==> config.mk <==
export PLATFORM = sky130hd
export DESIGN_NAME = cla_pipe_adder_flat
export DESIGN_NICKNAME = d
export VERILOG_FILES = /design/src/rtl/cla_pkg.sv /design/src/rtl/cla_pipe_adder_if.sv /design/src/rtl/cla_seg.sv /design/src/rtl/cla_pipe_adder.sv /design/src/flat_wrapper.sv
export SDC_FILE = /design/constraint.sdc
export NUM_CORES = 1
export LEC_CHECK = 0
export ABC_AREA = 1
export ABC_CLOCK_PERIOD_IN_PS = 28000
export CAP_MARGIN = 20
export CORE_MARGIN = 2
export CORE_UTILIZATION = 60
export DETAILED_ROUTE_END_ITERATION = 7
export GPL_TIMING_DRIVEN = 0
export MAX_ROUTING_LAYER = met4
export PLACE_DENSITY = 0.9
export SLEW_MARGIN = 0
export SYNTH_ARGS = -nofsm -noshare
export SYNTH_HDL_FRONTEND = slang
export SYNTH_SLANG_ARGS = --single-unit
==> constraint.sdc <==
create_clock -name clk -period 28 [get_ports clk]
set_input_delay 4.2 -clock clk [delete_from_list [all_inputs] [get_ports clk]]
set_output_delay 4.2 -clock clk [all_outputs]
set_load 0.02 [all_outputs]
==> src/rtl/cla_pkg.sv <==
// Shared constants and helpers for the segmented pipelined carry-lookahead adder.
package cla_pkg;

  localparam int SEG_LEGAL [4] = '{4, 8, 16, 32};

  function automatic bit seg_is_legal(input int seg);
    bit ok;
    ok = 1'b0;
    for (int i = 0; i < 4; i++) begin
      ok = ok | (SEG_LEGAL[i] == seg);
    end
    return ok;
  endfunction

  // An illegal WIDTH/SEG pair yields zero stages, which breaks elaboration on purpose.
  function automatic int calc_nstg(input int width, input int seg);
    return (seg_is_legal(seg) && ((width % seg) == 0)) ? (width / seg) : 0;
  endfunction

  function automatic logic calc_ovf(input logic a_msb, input logic b_msb, input logic s_msb);
    return (a_msb == b_msb) && (s_msb != a_msb);
  endfunction

endpackage

==> src/rtl/cla_pipe_adder_if.sv <==
// Operand/result handshake bundle for cla_pipe_adder.
interface cla_pipe_adder_if
  import cla_pkg::*;
#(
  parameter int WIDTH = 64
) ();
  logic             in_valid;
  logic             in_ready;
  logic [WIDTH-1:0] A;
  logic [WIDTH-1:0] B;
  logic             CIN;
  logic             SUB;
  logic             out_valid;
  logic             out_ready;
  logic [WIDTH-1:0] S;
  logic             COUT;
  logic             OVF;
  logic             ZERO;

  modport master (
    output in_valid, A, B, CIN, SUB, out_ready,
    input  in_ready, out_valid, S, COUT, OVF, ZERO
  );

  modport slave (
    input  in_valid, A, B, CIN, SUB, out_ready,
    output in_ready, out_valid, S, COUT, OVF, ZERO
  );
endinterface

==> src/rtl/cla_seg.sv <==
// SEG-bit combinational carry-lookahead segment with group generate/propagate.
module cla_seg
  import cla_pkg::*;
#(
  parameter int SEG = 16
) (
  input  logic [SEG-1:0] i_a,
  input  logic [SEG-1:0] i_b,
  input  logic           i_cin,
  output logic [SEG-1:0] o_s,
  output logic           o_gg,
  output logic           o_pg
);
  localparam int LVLS = $clog2(SEG);

  logic [SEG-1:0] w_g;
  logic [SEG-1:0] w_p;
  logic [SEG-1:0] w_gp;
  logic [SEG-1:0] w_pp;
  logic [SEG-1:0] w_c;

  // Kogge-Stone prefix; descending update keeps reads at the previous level.
  always_comb begin
    int d;
    w_g  = i_a & i_b;
    w_p  = i_a ^ i_b;
    w_gp = w_g;
    w_pp = w_p;
    for (int l = 0; l < LVLS; l++) begin
      d = 1 << l;
      for (int i = SEG - 1; i >= d; i--) begin
        w_gp[i] = w_gp[i] | (w_pp[i] & w_gp[i-d]);
        w_pp[i] = w_pp[i] & w_pp[i-d];
      end
    end
    w_c[0] = i_cin;
    for (int i = 1; i < SEG; i++) begin
      w_c[i] = w_gp[i-1] | (w_pp[i-1] & i_cin);
    end
    o_s  = w_p ^ w_c;
    o_gg = w_gp[SEG-1];
    o_pg = w_pp[SEG-1];
  end
endmodule

==> src/rtl/cla_pipe_adder.sv <==
// Pipelined add/subtract: one SEG-bit segment resolved per stage, carry registered
// between stages, global stall on backpressure.
module cla_pipe_adder
  import cla_pkg::*;
#(
  parameter int WIDTH = 64,
  parameter int SEG   = 16
) (
  input logic             clk,
  input logic             rst,
  cla_pipe_adder_if.slave bus
);
  localparam int NSTG = calc_nstg(WIDTH, SEG);

  logic             r_vld [NSTG];
  logic [WIDTH-1:0] r_a   [NSTG];
  logic [WIDTH-1:0] r_b   [NSTG];
  logic [WIDTH-1:0] r_s   [NSTG];
  logic             r_c   [NSTG];
  logic             r_ovf;
  logic             r_zero;

  logic             w_adv;
  logic             w_vld_in [NSTG];
  logic [WIDTH-1:0] w_a_in   [NSTG];
  logic [WIDTH-1:0] w_b_in   [NSTG];
  logic [WIDTH-1:0] w_s_in   [NSTG];
  logic [WIDTH-1:0] w_s_out  [NSTG];
  logic             w_c_in   [NSTG];
  logic             w_c_out  [NSTG];
  logic [SEG-1:0]   w_sum    [NSTG];
  logic             w_gg     [NSTG];
  logic             w_pg     [NSTG];

  assign w_adv = ~r_vld[NSTG-1] | bus.out_ready;

  // Stage inputs: stage 0 takes the conditioned operands, later stages their predecessor.
  always_comb begin
    w_vld_in[0] = bus.in_valid;
    w_a_in[0]   = bus.A;
    w_b_in[0]   = bus.SUB ? ~bus.B : bus.B;
    w_c_in[0]   = bus.CIN ^ bus.SUB;
    w_s_in[0]   = {WIDTH{1'b0}};
    for (int k = 1; k < NSTG; k++) begin
      w_vld_in[k] = r_vld[k-1];
      w_a_in[k]   = r_a[k-1];
      w_b_in[k]   = r_b[k-1];
      w_c_in[k]   = r_c[k-1];
      w_s_in[k]   = r_s[k-1];
    end
  end

  for (genvar k = 0; k < NSTG; k++) begin : g_stg
    cla_seg #(.SEG(SEG)) u_seg (
      .i_a   (w_a_in[k][k*SEG +: SEG]),
      .i_b   (w_b_in[k][k*SEG +: SEG]),
      .i_cin (w_c_in[k]),
      .o_s   (w_sum[k]),
      .o_gg  (w_gg[k]),
      .o_pg  (w_pg[k])
    );
  end

  // Merge each segment's sum into the running result and form its carry-out.
  always_comb begin
    for (int k = 0; k < NSTG; k++) begin
      w_s_out[k]                = w_s_in[k];
      w_s_out[k][k*SEG +: SEG]  = w_sum[k];
      w_c_out[k]                = w_gg[k] | (w_pg[k] & w_c_in[k]);
    end
  end

  // Stage registers: whole pipe shifts on adv; data only loads behind a valid beat.
  always_ff @(posedge clk) begin
    if (rst) begin
      for (int k = 0; k < NSTG; k++) begin
        r_vld[k] <= 1'b0;
        r_a[k]   <= {WIDTH{1'b0}};
        r_b[k]   <= {WIDTH{1'b0}};
        r_s[k]   <= {WIDTH{1'b0}};
        r_c[k]   <= 1'b0;
      end
      r_ovf  <= 1'b0;
      r_zero <= 1'b0;
    end else if (w_adv) begin
      for (int k = 0; k < NSTG; k++) begin
        r_vld[k] <= w_vld_in[k];
        if (w_vld_in[k]) begin
          r_a[k] <= w_a_in[k];
          r_b[k] <= w_b_in[k];
          r_s[k] <= w_s_out[k];
          r_c[k] <= w_c_out[k];
        end
      end
      if (w_vld_in[NSTG-1]) begin
        r_ovf  <= calc_ovf(w_a_in[NSTG-1][WIDTH-1], w_b_in[NSTG-1][WIDTH-1],
                           w_s_out[NSTG-1][WIDTH-1]);
        r_zero <= (w_s_out[NSTG-1] == {WIDTH{1'b0}});
      end
    end
  end

  assign bus.in_ready  = w_adv;
  assign bus.out_valid = r_vld[NSTG-1];
  assign bus.S         = r_s[NSTG-1];
  assign bus.COUT      = r_c[NSTG-1];
  assign bus.OVF       = r_ovf;
  assign bus.ZERO      = r_zero;
endmodule

==> src/flat_wrapper.sv <==
// flat-port wrapper written by rule: the top's interface ports become plain ports
module cla_pipe_adder_flat import cla_pkg::*;
#(
  parameter int WIDTH = 64,
  parameter int SEG   = 16
)
  (clk, rst, bus_in_valid, bus_A, bus_B, bus_CIN, bus_SUB, bus_out_ready, bus_in_ready, bus_out_valid, bus_S, bus_COUT, bus_OVF, bus_ZERO);
  cla_pipe_adder_if #(.WIDTH(WIDTH)) bus_i ();
  input logic clk;
  input logic rst;
  input wire logic [$bits(bus_i.in_valid)-1:0] bus_in_valid;
  input wire logic [$bits(bus_i.A)-1:0] bus_A;
  input wire logic [$bits(bus_i.B)-1:0] bus_B;
  input wire logic [$bits(bus_i.CIN)-1:0] bus_CIN;
  input wire logic [$bits(bus_i.SUB)-1:0] bus_SUB;
  input wire logic [$bits(bus_i.out_ready)-1:0] bus_out_ready;
  output wire logic [$bits(bus_i.in_ready)-1:0] bus_in_ready;
  output wire logic [$bits(bus_i.out_valid)-1:0] bus_out_valid;
  output wire logic [$bits(bus_i.S)-1:0] bus_S;
  output wire logic [$bits(bus_i.COUT)-1:0] bus_COUT;
  output wire logic [$bits(bus_i.OVF)-1:0] bus_OVF;
  output wire logic [$bits(bus_i.ZERO)-1:0] bus_ZERO;
  assign bus_i.in_valid = bus_in_valid;
  assign bus_i.A = bus_A;
  assign bus_i.B = bus_B;
  assign bus_i.CIN = bus_CIN;
  assign bus_i.SUB = bus_SUB;
  assign bus_i.out_ready = bus_out_ready;
  assign bus_in_ready = bus_i.in_ready;
  assign bus_out_valid = bus_i.out_valid;
  assign bus_S = bus_i.S;
  assign bus_COUT = bus_i.COUT;
  assign bus_OVF = bus_i.OVF;
  assign bus_ZERO = bus_i.ZERO;
  cla_pipe_adder #(.WIDTH(WIDTH), .SEG(SEG)) u_core (.clk(clk), .rst(rst), .bus(bus_i));
endmodule
==> results of run 1 <==
[state kept, by name, indices dropped and copies added (netlist names)]
name,flops
u_core.bus.OVF,1
u_core.bus.ZERO,1
u_core.r_a,96
u_core.r_b,96
u_core.r_c,4
u_core.r_s,160
u_core.r_vld,4
[power by group]
part	leakage [nW]	internal, mW	switching (mW)	total [mW]
clock	0.569	0.282	0.202	0.484
sequential	3.87	0.639	0.0134	0.652
combinational	5.08	0.0791	0.116	0.195
total	9.52	1.00	0.331	1.33
[per-stage QoR]
stage | utilization (%) | cell area (um2) | setup slack, ns | hold slack (ns)
CTS | 74.2 | 22000 | 18.40 | 0.487
detailed placement | 70.2 | 20900 | 18.41 | 0.490
finish | 74.2 | 22000 | 18.41 | 0.488
floorplan | - | 18100 | 14.85 | 0.519
global route | 74.2 | 22000 | 18.38 | 0.510
global placement | 69.4 | 20600 | 11.48 | 0.468
[per-layer routing]
metal  vias to the layer above  GRT usage [%]  wire (um)  part of all wire, %
li1                       6234              -          -                    -
met1                      5994           29.8      15100                   37
met2                       500           47.3      20800                   51
met3                       133           4.61       2730                  6.7
met4                         0           12.8       1910                  4.7
met5                         -              -          0                    0
[cell usage after synthesis, types with 2 or more instances]
library cell / number / area [um2]
a211oi_1: 2 / 15.0
a21boi_2: 3 / 33.8
a21o_1: 8 / 60.1
a21oi_1: 88 / 440
a21oi_2: 3 / 26.3
and2_1: 2 / 12.5
buf_2: 21 / 105
buf_4: 65 / 488
clkbuf_1: 20 / 75.1
dfxtp_1: 2 / 40.0
edfxtp_1: 360 / 10800
fa_1: 4 / 80.1
ha_1: 64 / 801
inv_1: 341 / 1280
inv_2: 10 / 37.5
nand2_1: 181 / 679
nand2_2: 8 / 50.1
nand3_1: 30 / 150
nand3_2: 4 / 40.0
nand3b_1: 9 / 67.6
nand4_1: 9 / 56.3
nor2_1: 401 / 1510
nor2_2: 8 / 50.1
nor3_1: 3 / 15.0
nor3_2: 2 / 20.0
nor4_1: 2 / 12.5
o21a_1: 5 / 37.5
o21ai_0: 50 / 250
o21ai_1: 7 / 35.0
o21ai_2: 5 / 43.8
o21bai_1: 5 / 37.5
o31ai_1: 3 / 22.5
xnor2_1: 51 / 447
xor2_1: 23 / 201
[final cells by class]
cell class	instances	area [um2]
repair buffers	211	2210
clock inverters	19	181
clock buffers	45	998
inverters	351	1320
flip-flops and latches	362	10900
fillers	1918	7680
plain buffers	106	668
well taps	390	488
multi-input cells	989	5320
[worst register-to-register path, cell delays in order (launching register included)]
cell,delay [ns]
edfxtp_1,0.43
inv_1,0.08
fa_1,0.53
nand2_1,0.15
nor2_1,0.15
nand2_1,0.08
nor2_1,0.32
nand4_1,0.16
nor2_1,0.12
nand3_1,0.08
nor2_1,0.09
nand3_1,0.10
nand2_1,0.08
[kinds of logic after synthesis]
logic type      after synthesis  synth area share [%]
compound gates              185                  5.82
xor+xnor                     75                  3.67
fa+ha+maj                    68                  4.86
buf+inv                     457                  11.0
flops                       362                  59.9
simple gates                661                  14.8
[path summary, 6_finish.rpt]
| check | slack [ns] | end | cells past startpoint |
|---|---|---|---|
| worst max-delay path | 18.41 | bus_in_ready | 4 |
| worst min-delay path | 0.49 | u_core.bus.ZERO$_SDFFE_PP0P_ | 2 |
| worst max register to register | 25.59 | u_core.bus.ZERO$_SDFFE_PP0P_ | 12 |
| worst min register to register | 0.49 | u_core.bus.ZERO$_SDFFE_PP0P_ | 2 |
==> results.ini, run 1 <==
[synthesis]
ys.warnings.count=0
synth_flop_cell=edfxtp_1
ys_seq_elements=362
postSynthCellCount=1808
ys_seq_area_share_pct=59.9
syn_avg_cell_area_um2=10.0
synth_edf_count=360
syn_nets=2010
synth-async-reset-ratio_pct=0
mappedNetlistArea_um2=18100
ys_types=43

[global_routing]
antenna_found_initial=0
grt_max_degree=66
grt_pass1_vias=12900
grt_usage_pct=26.9
grt_overflow_total=0
grt_pass1_wl_um=63600

[timing]
finalHoldViolations=0
relSlewSlack_pct=42.1
min_period_ns=9.59
max_clock_freq_ghz=0.104
setup_tns_ns=0
worst_slew_pin_slew_ns=0.868
fin_skew_ns=0.0273
setup_viol=0
drv_slew=0
rsz0062_at_grt=false
final.period_utilization_pct=34.3

[clock_network]
cts_resized=0
clk_pin_slew_ns=0.05
cts_buffer_depth=3
cts_root_buffer=clkbuf_16
cts_htree_levels=2
holdBufCountCts=0
cts_sinks=362
postCtsSetupRepairBufs=0
tritoncts=yes
cts_buffers=37
clock_latency_ns=0.53

[floorplan]
io_pins=203
num_rows=63
dieHeight_um=178
chipWidth_um=178
core_um2=29700
start_util_pct=61.0
dieArea_um2=31600

[worst_setup_path]
critPathRequiredTime_ns=23.80
timing.rr.start=u_core.r_c[0][2]$_SDFFCE_PN0P_
cp_top_family=buffers and inverters
startpoint_type=primary input
cp_cell_sequence=clkdlybuf4s50_1, inv_1, nand2_1, clkdlybuf4s50_1
critPathMostFrequentCell=clkdlybuf4s50_1
setup.worst_path.class=primary input to output pin
worst-path-max-fanout=2
slowest_stage=clkdlybuf4s50_1
cpPeakStageDelay_ns=0.61
worstSetupStartpoint=bus_out_ready
critPathArrivalTime_ns=5.39
end_kind=output pin
cp_num_buf_inv=3

[hold_path]
hold_start=u_core.bus.ZERO$_SDFFE_PP0P_
hold_class=flip-flop to flip-flop

[finish]
final_common_cell=nor2_1
layout_common_cells=nor2_1 (401), edfxtp_1 (360), inv_1 (341)
syn_to_final_growth_pct=21.6
instances_no_fill=2473
diodes=0
drive_gt1_share_pct=9.51
nets=2260

[pwr]
p_per_area_nw_per_um2=60.4
leakagePower_nw=9.52
irDropWorstVdd_mv=0.0356
finalPower_mw=1.33

[drt]
antenna_left=0
first_iter_violations=1188
route.detailed.drc=0
drtPass1Iterations=6
post_drt_wl_per_cell_um=16.4
drt-vias-per-instance=5.20
vias=12900
totalWireLength_um=40600

[flow_run]
drv_cap=0

[place]
io_buffers=202
dpl.hpwl_um=29700
dp_cells=2409
place.gp.congestion=0.869

[run_status]
status=finished clean

Power figures use the tool's default switching activity.
==> inputs of run 2 (changes only) <==
- ABC_CLOCK_PERIOD_IN_PS: 28000 -> 9500
- CORE_UTILIZATION: 60 -> 57
- PLACE_DENSITY: 0.9 -> 0.87
- clock period: 28 -> 9.5 ns (I/O delays scaled with it)
==> results.ini, run 2 (same netlist as run 1, synthesis figures left out) <==
[clock_network]
postCtsSetupRepairBufs=0
cts_buffers=37
clk_pin_slew_ns=0.06
clock_latency_ns=0.52
cts_htree_levels=2
holdBufCountCts=0
cts_sinks=362
cts_buffer_depth=3
cts_root_buffer=clkbuf_16
tritoncts=yes
cts_resized=0

[hold_path]
hold_class=flip-flop to flip-flop
min_to=u_core.bus.ZERO$_SDFFE_PP0P_
hold_start=u_core.bus.ZERO$_SDFFE_PP0P_
hold_depth=2

[timing]
min_period_ns=4.09
drv_slew=0
rsz0062_at_grt=false
worst_slew_pin_slew_ns=0.868
relSlewSlack_pct=42.1
setup_ws_ns=5.41
final.period_utilization_pct=43.0
max_clock_freq_ghz=0.245
fin_skew_ns=0.0201
finalHoldViolations=0
setup_viol=0

[worst_setup_path]
worstReg2RegEnd=u_core.bus.ZERO$_SDFFE_PP0P_
reg2reg_setup_slack_ns=7.17
timing.rr.start=u_core.r_c[0][2]$_SDFFCE_PN0P_
worst-path-max-fanout=10
setup.worst_path.class=primary input to flip-flop
critPathRequiredTime_ns=9.75
reg2reg_depth=12
end_kind=flip-flop
critPathArrivalTime_ns=4.34
startpoint_type=primary input

[pwr]
p_per_area_nw_per_um2=175
leakagePower_nw=9.51
irDropWorstVdd_mv=0.119
finalPower_mw=3.86

[global_routing]
grt_overflow_total=0
antenna_found_initial=0
grt_pass1_vias=12500
grt_pass1_wl_um=61400
grt_usage_pct=24.2
grt_max_degree=66

[floorplan]
core_um2=31400
num_rows=65
dieArea_um2=33200
chipWidth_um=182
dieHeight_um=182
io_pins=203
start_util_pct=57.7

[run_status]
status=finished clean

[place]
io_buffers=202
place_ws_ns=4.89
dpl.hpwl_um=29000
place_area_um2=20900
place.gp.congestion=0.883
dp_cells=2422

[finish]
final_area_um2=22000
layout_common_cells=nor2_1 (401), edfxtp_1 (360), inv_1 (341)
nets=2261
utilization_pct=70.2
top_regs=u_core.r_s x160, u_core.r_a x96, u_core.r_b x96
largest_reg_flops=160
fill_cells=2154
instances_no_fill=2484
multiInputGateArea_um2=5320
top_register=u_core.r_s
drive_gt1_share_pct=9.27
diodes=0
syn_to_final_growth_pct=21.6
final_common_cell=nor2_1
register_area_um2=10900

[drt]
post_drt_wl_per_cell_um=15.6
vias=12500
totalWireLength_um=38700
drt-vias-per-instance=5.05
drtPass1Iterations=5
first_iter_violations=852
route.detailed.drc=0
antenna_left=0

[flow_run]
drv_cap=0

==> run 2: cell types whose count changed in the layout (fill, tap and decap cells not counted) <==
cell / previous run / this run
clkinv_1: 6 / 10
clkinvlp_4: 3 / 1
buf_16: 1 / 4
clkbuf_16: 39 / 37
clkinv_4: 1 / 0
clkinv_2: 4 / 3
buf_12: 8 / 6
==> run 2: power breakdown <==
| group | switching (mW) | internal, mW | total, mW |
|---|---|---|---|
| clock | 0.579 | 0.793 | 1.37 |
| sequential | 0.0386 | 1.88 | 1.92 |
| combinational | 0.335 | 0.236 | 0.571 |
==> run 2: critical path: stages <==
cell             delay (ns)
clkdlybuf4s50_1        0.52
buf_2                  0.36
buf_2                  0.40
xor2_1                 0.20
ha_1                   0.31
a21o_1                 0.21
a21oi_1                0.20
nand2_1                0.15
a21boi_2               0.24
o21ai_1                0.10
o21ai_0                0.15
a21oi_1                0.06
==> run 2: worst max path at each step <==
| stage | slack (ns) | from | endpoint | cells after the start |
|---|---|---|---|---|
| final | 5.41 | bus_SUB | u_core.r_s[0][9]$_SDFFCE_PN0P_ | 12 |
| after global routing | 5.20 | bus_SUB | u_core.r_s[0][15]$_SDFFCE_PN0P_ | 14 |
| after CTS | 5.41 | bus_SUB | u_core.r_s[0][9]$_SDFFCE_PN0P_ | 12 |
| after detailed placement | 4.89 | bus_SUB | u_core.r_s[0][9]$_SDFFCE_PN0P_ | 12 |
| after global placement | -2.37 | bus_out_ready | u_core.r_s[0][87]$_SDFFCE_PN0P_ | 5 |
| after floorplan | 0.28 | bus_out_ready | u_core.r_a[0][100]$_SDFFCE_PN0P_ | 4 |
==> run 2: area by class of cell <==
cell class / count / area share (%)
Buffer: 106 / 3.03
Clock buffer: 43 / 4.30
Clock inverter: 19 / 0.761
Inverter: 351 / 5.98
Multi-Input combinational cell: 989 / 24.2
Sequential cell: 362 / 49.3
Tap cell: 402 / 2.28
Timing Repair Buffer: 212 / 10.2
==> run 2: per-stage QoR <==
stage | TNS, ns | hold slack, ns
detailed placement | 0 | 0.478
global route | 0 | 0.520
floorplan | 0 | 0.519
global placement | -306.22 | 0.471
CTS | 0 | 0.486
finish | 0 | 0.482
==> run 2: metal layers <==
metal	vias up	global-route usage, %	part of all wire, %
met5	-	-	0
met4	0	9.77	4.0
met3	91	3.03	4.4
met2	359	43.9	53
met1	5849	27.2	39
li1	6235	-	-
